`config.mk`:
```
export PLATFORM = sky130hd
export DESIGN_NAME = cla_serial_adder
export DESIGN_NICKNAME = d
export VERILOG_FILES = /design/src/rtl/cla_serial_adder.sv
export SDC_FILE = /design/constraint.sdc
export NUM_CORES = 1
export LEC_CHECK = 0
export CORE_ASPECT_RATIO = 0.8
export CORE_MARGIN = 1.5
export CORE_UTILIZATION = 48
export CTS_CLUSTER_DIAMETER = 150
export DETAILED_ROUTE_END_ITERATION = 10
export PLACE_DENSITY_LB_ADDON = 0.3
export SLEW_MARGIN = 20
export SYNTH_ARGS = -nofsm -noshare
export SYNTH_HDL_FRONTEND = slang
export SYNTH_SLANG_ARGS = --single-unit
```
`constraint.sdc`:
```
create_clock -name clk -period 2.3 [get_ports clk]
set_input_delay 0.23 -clock clk [delete_from_list [all_inputs] [get_ports clk]]
set_output_delay 0.23 -clock clk [all_outputs]
set_load 0.005 [all_outputs]
```
`src/rtl/cla_serial_adder.sv`:
```
// cla_serial_adder: adds a+b+cin four bits per clock through an external carry_gen slice
module cla_serial_adder #(
  parameter int WIDTH = 16
) (
  input  logic             clk,
  input  logic             rst,
  input  logic             start,
  input  logic [WIDTH-1:0] a,
  input  logic [WIDTH-1:0] b,
  input  logic             cin,
  output logic             busy,
  output logic             done,
  output logic [WIDTH-1:0] sum,
  output logic             cout,
  output logic             cg_cin,
  output logic [3:0]       cg_p,
  output logic [3:0]       cg_g,
  input  logic [3:0]       cg_c
);
  localparam int N = WIDTH / 4;
  localparam int IW = N > 1 ? $clog2(N) : 1;
  typedef enum logic [1:0] {IDLE, RUN, DONE} state_t;
  generate
    if (WIDTH < 4 || WIDTH % 4 != 0) begin : g_bad_width
      $error("cla_serial_adder: WIDTH must be a multiple of 4 and >= 4");
    end
  endgenerate
  state_t state;
  logic [WIDTH-1:0] ra, rb;
  logic carry;
  logic [IW-1:0] idx;
  logic run;
  assign run = state == RUN;
  assign cg_p = run ? ra[4*idx +: 4] ^ rb[4*idx +: 4] : 4'd0;
  assign cg_g = run ? ra[4*idx +: 4] & rb[4*idx +: 4] : 4'd0;
  assign cg_cin = run & carry;
  always_ff @(posedge clk) begin
    if (rst) begin
      state <= IDLE;
      idx <= '0;
      carry <= 1'b0;
      busy <= 1'b0;
      done <= 1'b0;
      sum <= '0;
      cout <= 1'b0;
      ra <= '0;
      rb <= '0;
    end else begin
      case (state)
        IDLE: begin
          done <= 1'b0;
          if (start) begin
            ra <= a;
            rb <= b;
            carry <= cin;
            idx <= '0;
            sum <= '0;
            cout <= 1'b0;
            busy <= 1'b1;
            state <= RUN;
          end
        end
        RUN: begin
          sum[4*idx +: 4] <= cg_p ^ {cg_c[2:0], cg_cin};
          carry <= cg_c[3];
          idx <= idx + 1'b1;
          if (idx == IW'(N - 1)) begin
            cout <= cg_c[3];
            busy <= 1'b0;
            done <= 1'b1;
            state <= DONE;
          end
        end
        default: begin
          done <= 1'b0;
          state <= IDLE;
        end
      endcase
    end
  end
endmodule

```
==> out/results.ini, run 1 <==
[global_route]
grt_pass1_wl_um=9790
grt_overflow=0
track_usage=0.220
gr-usage-met3=0.0599
antenna_found_initial=0
grt.busiest_layer=met2
grt_pass1_vias=2034
grt_max_degree=37
grt_use_met2=0.350
grtUsageMet1=0.305

[routing]
firstDrtPassIters=4
ant_nets=0
drc=0
post_drt_wl_per_cell_um=14.7
routed_wl_um=6000
vias_per_cell=5.25
dr_total_vias=2141
drt_iter0_markers=116

[critical_path]
critPathLaunchType=flip-flop
rr_startpoint=idx[1]
arrival_ns=2.37
cp_slowest_cell=mux4_2
worst_setup_path_end_kind=flip-flop
r2r_end=sum[6]
path_class=reg -> reg
r2r_slack_ns=0.10
worst_ep_required_time_ns=2.47
path_delay_family=multiplexers
slowest_delay_ns=0.55
crit_chain=buf_6 -> mux4_2 -> ha_4 -> nand3b_1 -> buf_4 -> xor2_1 -> o2bb2ai_1
rr_worst_depth=7
crit_buf_inv=2
path_max_fanout=4

[floorplanning]
ioPinCount=68
die_width_um=84.0
die_h_um=67.8
placementRows=23
dieArea_um2=5690
core_area_um2=5040
start_util=0.500

[cts]
clk_latency_ns=0.30
cts_buffers=5
root_buffer=clkbuf_8
clk_path_buf_depth=2
cts_max_level=2
cts.sinks=56
path_clk_slew_ns=0.09
cts_tree=yes

[power_and_ir_drop]
power_density_nw_per_um2=564
seqPwrFrac=0.539
swShare=0.252
cell_internal_pwr_mw=1.44
pwr-share-clk=0.279
cellLeakagePower_nw=1.34
comb_power_share=0.182
p_switching_mw=0.486
vdd_ir_drop_max_mv=0.374

[sta]
worstMarginPinSlew_ns=0.570
final_max_slew_viol_count=0
fin_crit_ns=2.20
slew-limit-headroom=0.619
finalCritPeriodShare=0.955
setup_violations=0
skew_ns=0.00658
grt_setup_unrepaired=no
hold_slack_ns=0.459
finalHoldViolCount=0
clock.fmax_ghz=0.455

[logic_synthesis]
synth_top_area_cell=dfxtp_1
syn-num-nets=316
synth.distinct_cells=35
syn-cell-area_um2=2520
synth_top_area_frac=0.445
syn_inst=267
ys.flop_type=dfxtp_1
async_flop_share=0
syn_area_per_cell_um2=9.43
synth_edf_count=0
yosysWarnings=0
seq_area_frac_synth=0.445
synth_area_leaders=dfxtp_1 45%, nand2_1 10%, a21oi_1 8.3%, mux4_2 7.2%, ha_1 4.5%
ys_seq_elements=56

[placement]
hpwl_um=4230
dp_cells=391
port_buffers=67
globalplace.congestion=0.867

[final_layout]
area_growth_pct=35.8
finalNetCount=394
drive_above_1_share=0.153
finalNonFillerCells=408
n_antenna_cell=0

[min_path]
hold_path_startpoint=rb[14]
hold_end=rb[14]
hold_path.class=reg -> reg
hold_path_depth=2

[run_status]
outcome=finished, final reports clean

[run]
maxCapViolations=0

==> cell families after synthesis <==
| group | synth area share |
|---|---|
| buffers and inverters | 0.0641 |
| AND/OR/NAND/NOR | 0.185 |
| AO/OA/AOI/OAI | 0.157 |
| XOR/XNOR | 0.0139 |
| flip-flops | 0.445 |
| adder cells (fa/ha/maj) | 0.0447 |
| multiplexers | 0.0905 |
==> layout by cell type, fill, tap and decap left out, types with 2 or more instances in the layout <==
master and instances:
a21oi_1 42, a2bb2o_1 2, and2_1 6, buf_4 20, clkbuf_1 2, clkbuf_2 3, clkbuf_8 6, clkdlybuf4s50_1 59
dfxtp_1 54, dfxtp_4 2, dlygate4sd2_1 4, ha_1 6, ha_4 3, inv_1 7, mux2_2 2, mux4_2 8
nand2_1 68, nand3_1 6, nand3b_1 4, nand4_1 2, nor2b_1 2, o21ai_0 3, o2bb2ai_1 12, xor2_1 3
==> area by class of cell <==
type	count	area, um^2
fill	403	1620
multi-input combinational	187	1280
sequential	56	1130
timing repair buffer	88	815
clock buffer	8	90.1
tap	62	77.6
inverter	7	26.3
==> worst min-delay path, cell delays in order (launching register included) <==
cell	delay, ns
dfxtp_1	0.32
nand2_1	0.05
a21oi_1	0.05
==> registers in the layout, indices dropped and copies added (netlist names) <==
| register | count |
|---|---|
| busy | 1 |
| carry | 1 |
| cout | 1 |
| done | 1 |
| idx | 2 |
| ra | 16 |
| rb | 16 |
| state | 2 |
| sum | 16 |
==> stage by stage <==
| step | worst slack (ns) | setup TNS, ns | power, mW | utilization | area (um^2) |
|---|---|---|---|---|---|
| detailed placement | -0.0299 | -0.0299 | 1.39 | 0.640 | 3220 |
| floorplan | 0.187 | 0 | 1.26 | - | 2520 |
| CTS | 0.0136 | 0 | 1.93 | 0.673 | 3390 |
| finish | 0.103 | 0 | 1.93 | 0.679 | 3420 |
| global route | 0.00633 | 0 | 2.02 | 0.679 | 3420 |
| global placement | 0.0578 | 0 | 1.38 | 0.640 | 3220 |
==> per-layer routing <==
metal / vias to the layer above / part of all wire / wire (um)
met1: 991 / 0.47 / 2800
met5: - / 0 / 0
li1: 1076 / - / -
met2: 68 / 0.47 / 2790
met3: 6 / 0.058 / 348
met4: 0 / 0.010 / 62
==> synth_stat cells (2+ instances only) <==
cell type	number
a21oi_1	42
a2bb2o_1	2
and2_1	6
buf_2	3
buf_6	9
clkbuf_1	5
dfxtp_1	56
ha_1	9
inv_1	7
mux2_2	2
mux4_2	8
nand2_1	68
nand3_1	6
nand3b_1	4
nand4_1	2
nor2b_1	3
o21ai_0	3
o2bb2ai_1	12
xor2_1	4
==> how the worst max path moves through the flow <==
stage | start | endpoint | slack (ns) | depth (start not counted)
after floorplan | idx[0] | sum[4] | 0.19 | 6
after global placement | idx[0] | cg_p[1] | 0.06 | 5
after detailed placement | idx[0] | cg_p[1] | -0.03 | 5
after CTS | idx[0] | cg_p[1] | 0.01 | 6
after global routing | idx[1] | sum[6] | 0.006 | 7
final | idx[1] | sum[6] | 0.10 | 7
==> power groups by stage <==
stage	sequential [mW]	combinational (mW)	clock, mW
3_5_place_dp	1.06	0.324	0
6_report	1.04	0.351	0.538
2_1_floorplan	1.05	0.201	0
5_1_grt	1.04	0.383	0.590
4_1_cts	1.04	0.342	0.549
3_3_place_gp	1.06	0.317	0
==> timing repair <==
action	4_1_cts	5_1_grt
hold buffers	0	0
buffers inserted	7	2
gates resized for setup	14	10
pin swaps	1	0
setup endpoints to repair	9	5
No activity file was read; power rests on OpenSTA's default activity.
==> run 2: changes to the inputs <==
Settings changed: CORE_MARGIN 1.5 to unset.
==> run 2 against run 1 <==
Net effect: total power up 4.0%; critical endpoint is now cg_p[0]; cell count is 2.2% lower; core utilization down 0.84 points; setup slack worse by 0.010 ns; global-route usage fell by 0.68 points; critical path depth decreased by 2; largest power group unchanged; largest cell class unchanged; clock skew is essentially flat; maximum frequency down 0.47%.
==> out/results.ini, run 2 (same netlist as run 1, synthesis figures left out) <==
[critical_path]
r2r_end=sum[13]
rr_startpoint=idx[1]
arrival_ns=1.98
crit_path_start=idx[1]
worst_setup_path_end_kind=primary output
critPathCapture=cg_p[0]
path_max_fanout=5
r2r_slack_ns=0.22
rr_worst_depth=6
path_class=reg -> out
critPathLaunchType=flip-flop
worst_ep_required_time_ns=2.07

[floorplanning]
start_util=0.500
dieArea_um2=5540
placementRows=23
core_area_um2=5040
die_h_um=66.8
die_width_um=83.0
ioPinCount=68

[global_route]
grt_pass1_wl_um=9160
grt_max_degree=40
grt_overflow=0
track_usage=0.213
grt_pass1_vias=1846
antenna_found_initial=0

[cts]
cts.sinks=56
cts_max_level=2
cts_buffers=5
path_clk_slew_ns=0.10
clk_latency_ns=0.31
root_buffer=clkbuf_8
cts_hold_buffers=0
clk_path_buf_depth=2
cts_tree=yes

[run_status]
outcome=finished, final reports clean

[final_layout]
drive_above_1_share=0.125
finalNetCount=385
area_growth_pct=34.1
post-route-util=0.671
final_cell_mix=68 x nand2_1, 59 x clkdlybuf4s50_1, 54 x dfxtp_1
final_common_cell=nand2_1
fillCellCount=395
n_antenna_cell=0
seq_area_um2=1130
top_regs=ra x16, rb x16, sum x16
multi_input_comb_area_um2=1260

[placement]
preCtsSetupSlack_ns=0.0402
hpwl_um=4260
port_buffers=67
globalplace.congestion=0.817

[run]
maxCapViolations=0

[sta]
finalCritPeriodShare=0.960
skew_ns=0.00682
fin_crit_ns=2.21
setup_violations=0
fin_tns_setup_ns=0
finalHoldViolCount=0
worstMarginPinSlew_ns=0.558
slew-limit-headroom=0.626
clock.fmax_ghz=0.453
setup_ws_ns=0.0927
final_max_slew_viol_count=0

[routing]
drt_iter0_markers=117
dr_total_vias=2103
routed_wl_um=5730
post_drt_wl_per_cell_um=14.4
firstDrtPassIters=4
drc=0
vias_per_cell=5.27
ant_nets=0

[power_and_ir_drop]
power_density_nw_per_um2=594
cellLeakagePower_nw=1.33
vdd_ir_drop_max_mv=0.426

[min_path]
hold_path.class=in -> reg

## run 2: layout make-up
type / instances / share of cell area
flip-flops and latches: 56 / 0.334
clock inverters: 3 / 0.0126
inverters: 7 / 0.00778
multi-input cells: 187 / 0.374
clock buffers: 5 / 0.0204
well taps: 62 / 0.0230
repair buffers: 79 / 0.228
## run 2: how the worst min path moves through the flow
stage | start | end | cells past startpoint
6_report | b[8] | rb[8] | 3
2_1_floorplan | a[0] | ra[0] | 2
5_1_grt | b[14] | rb[14] | 3
3_3_place_gp | sum[11] | sum[11] | 1
3_5_place_dp | sum[6] | sum[6] | 1
4_1_cts | b[8] | rb[8] | 3
## run 2: timing repair
item                                    CTS  global route
endpoints found under the setup margin    9             4
gates resized for setup                  14             4
setup buffers                             2             2
endpoints found under the hold margin     0             0
cloned                                    0             0
## run 2: routing by layer
metal	GRT usage	vias up	routed length, um
met2	0.323	67	2420
li1	-	1062	-
met5	0	-	0
met1	0.295	964	2810
met4	0.0776	0	97
met3	0.0533	10	407
## run 2: worst max-delay path, stage by stage (launching register included)
cell	delay, ns
dfxtp_4	0.39
buf_4	0.12
mux4_2	0.51
ha_4	0.29
and2_1	0.12
dlygate4sd2_1	0.23
## run 2: power by group
part	internal (mW)	switching (mW)	leakage, nW
clock	0.322	0.313	0.0541
combinational	0.172	0.153	0.818
sequential	1.01	0.0324	0.459
total	1.51	0.498	1.33
## run 2: metrics by stage
stage               cell area [um^2]  hold slack [ns]  std cells  total power, mW
floorplan                       2520            0.366        267             1.26
detailed placement              3200            0.448        387             1.39
global route                    3380            0.452        399             2.09
CTS                             3360            0.442        397             2.02
finish                          3380            0.448        399             2.01
global placement                3200            0.449        387             1.38
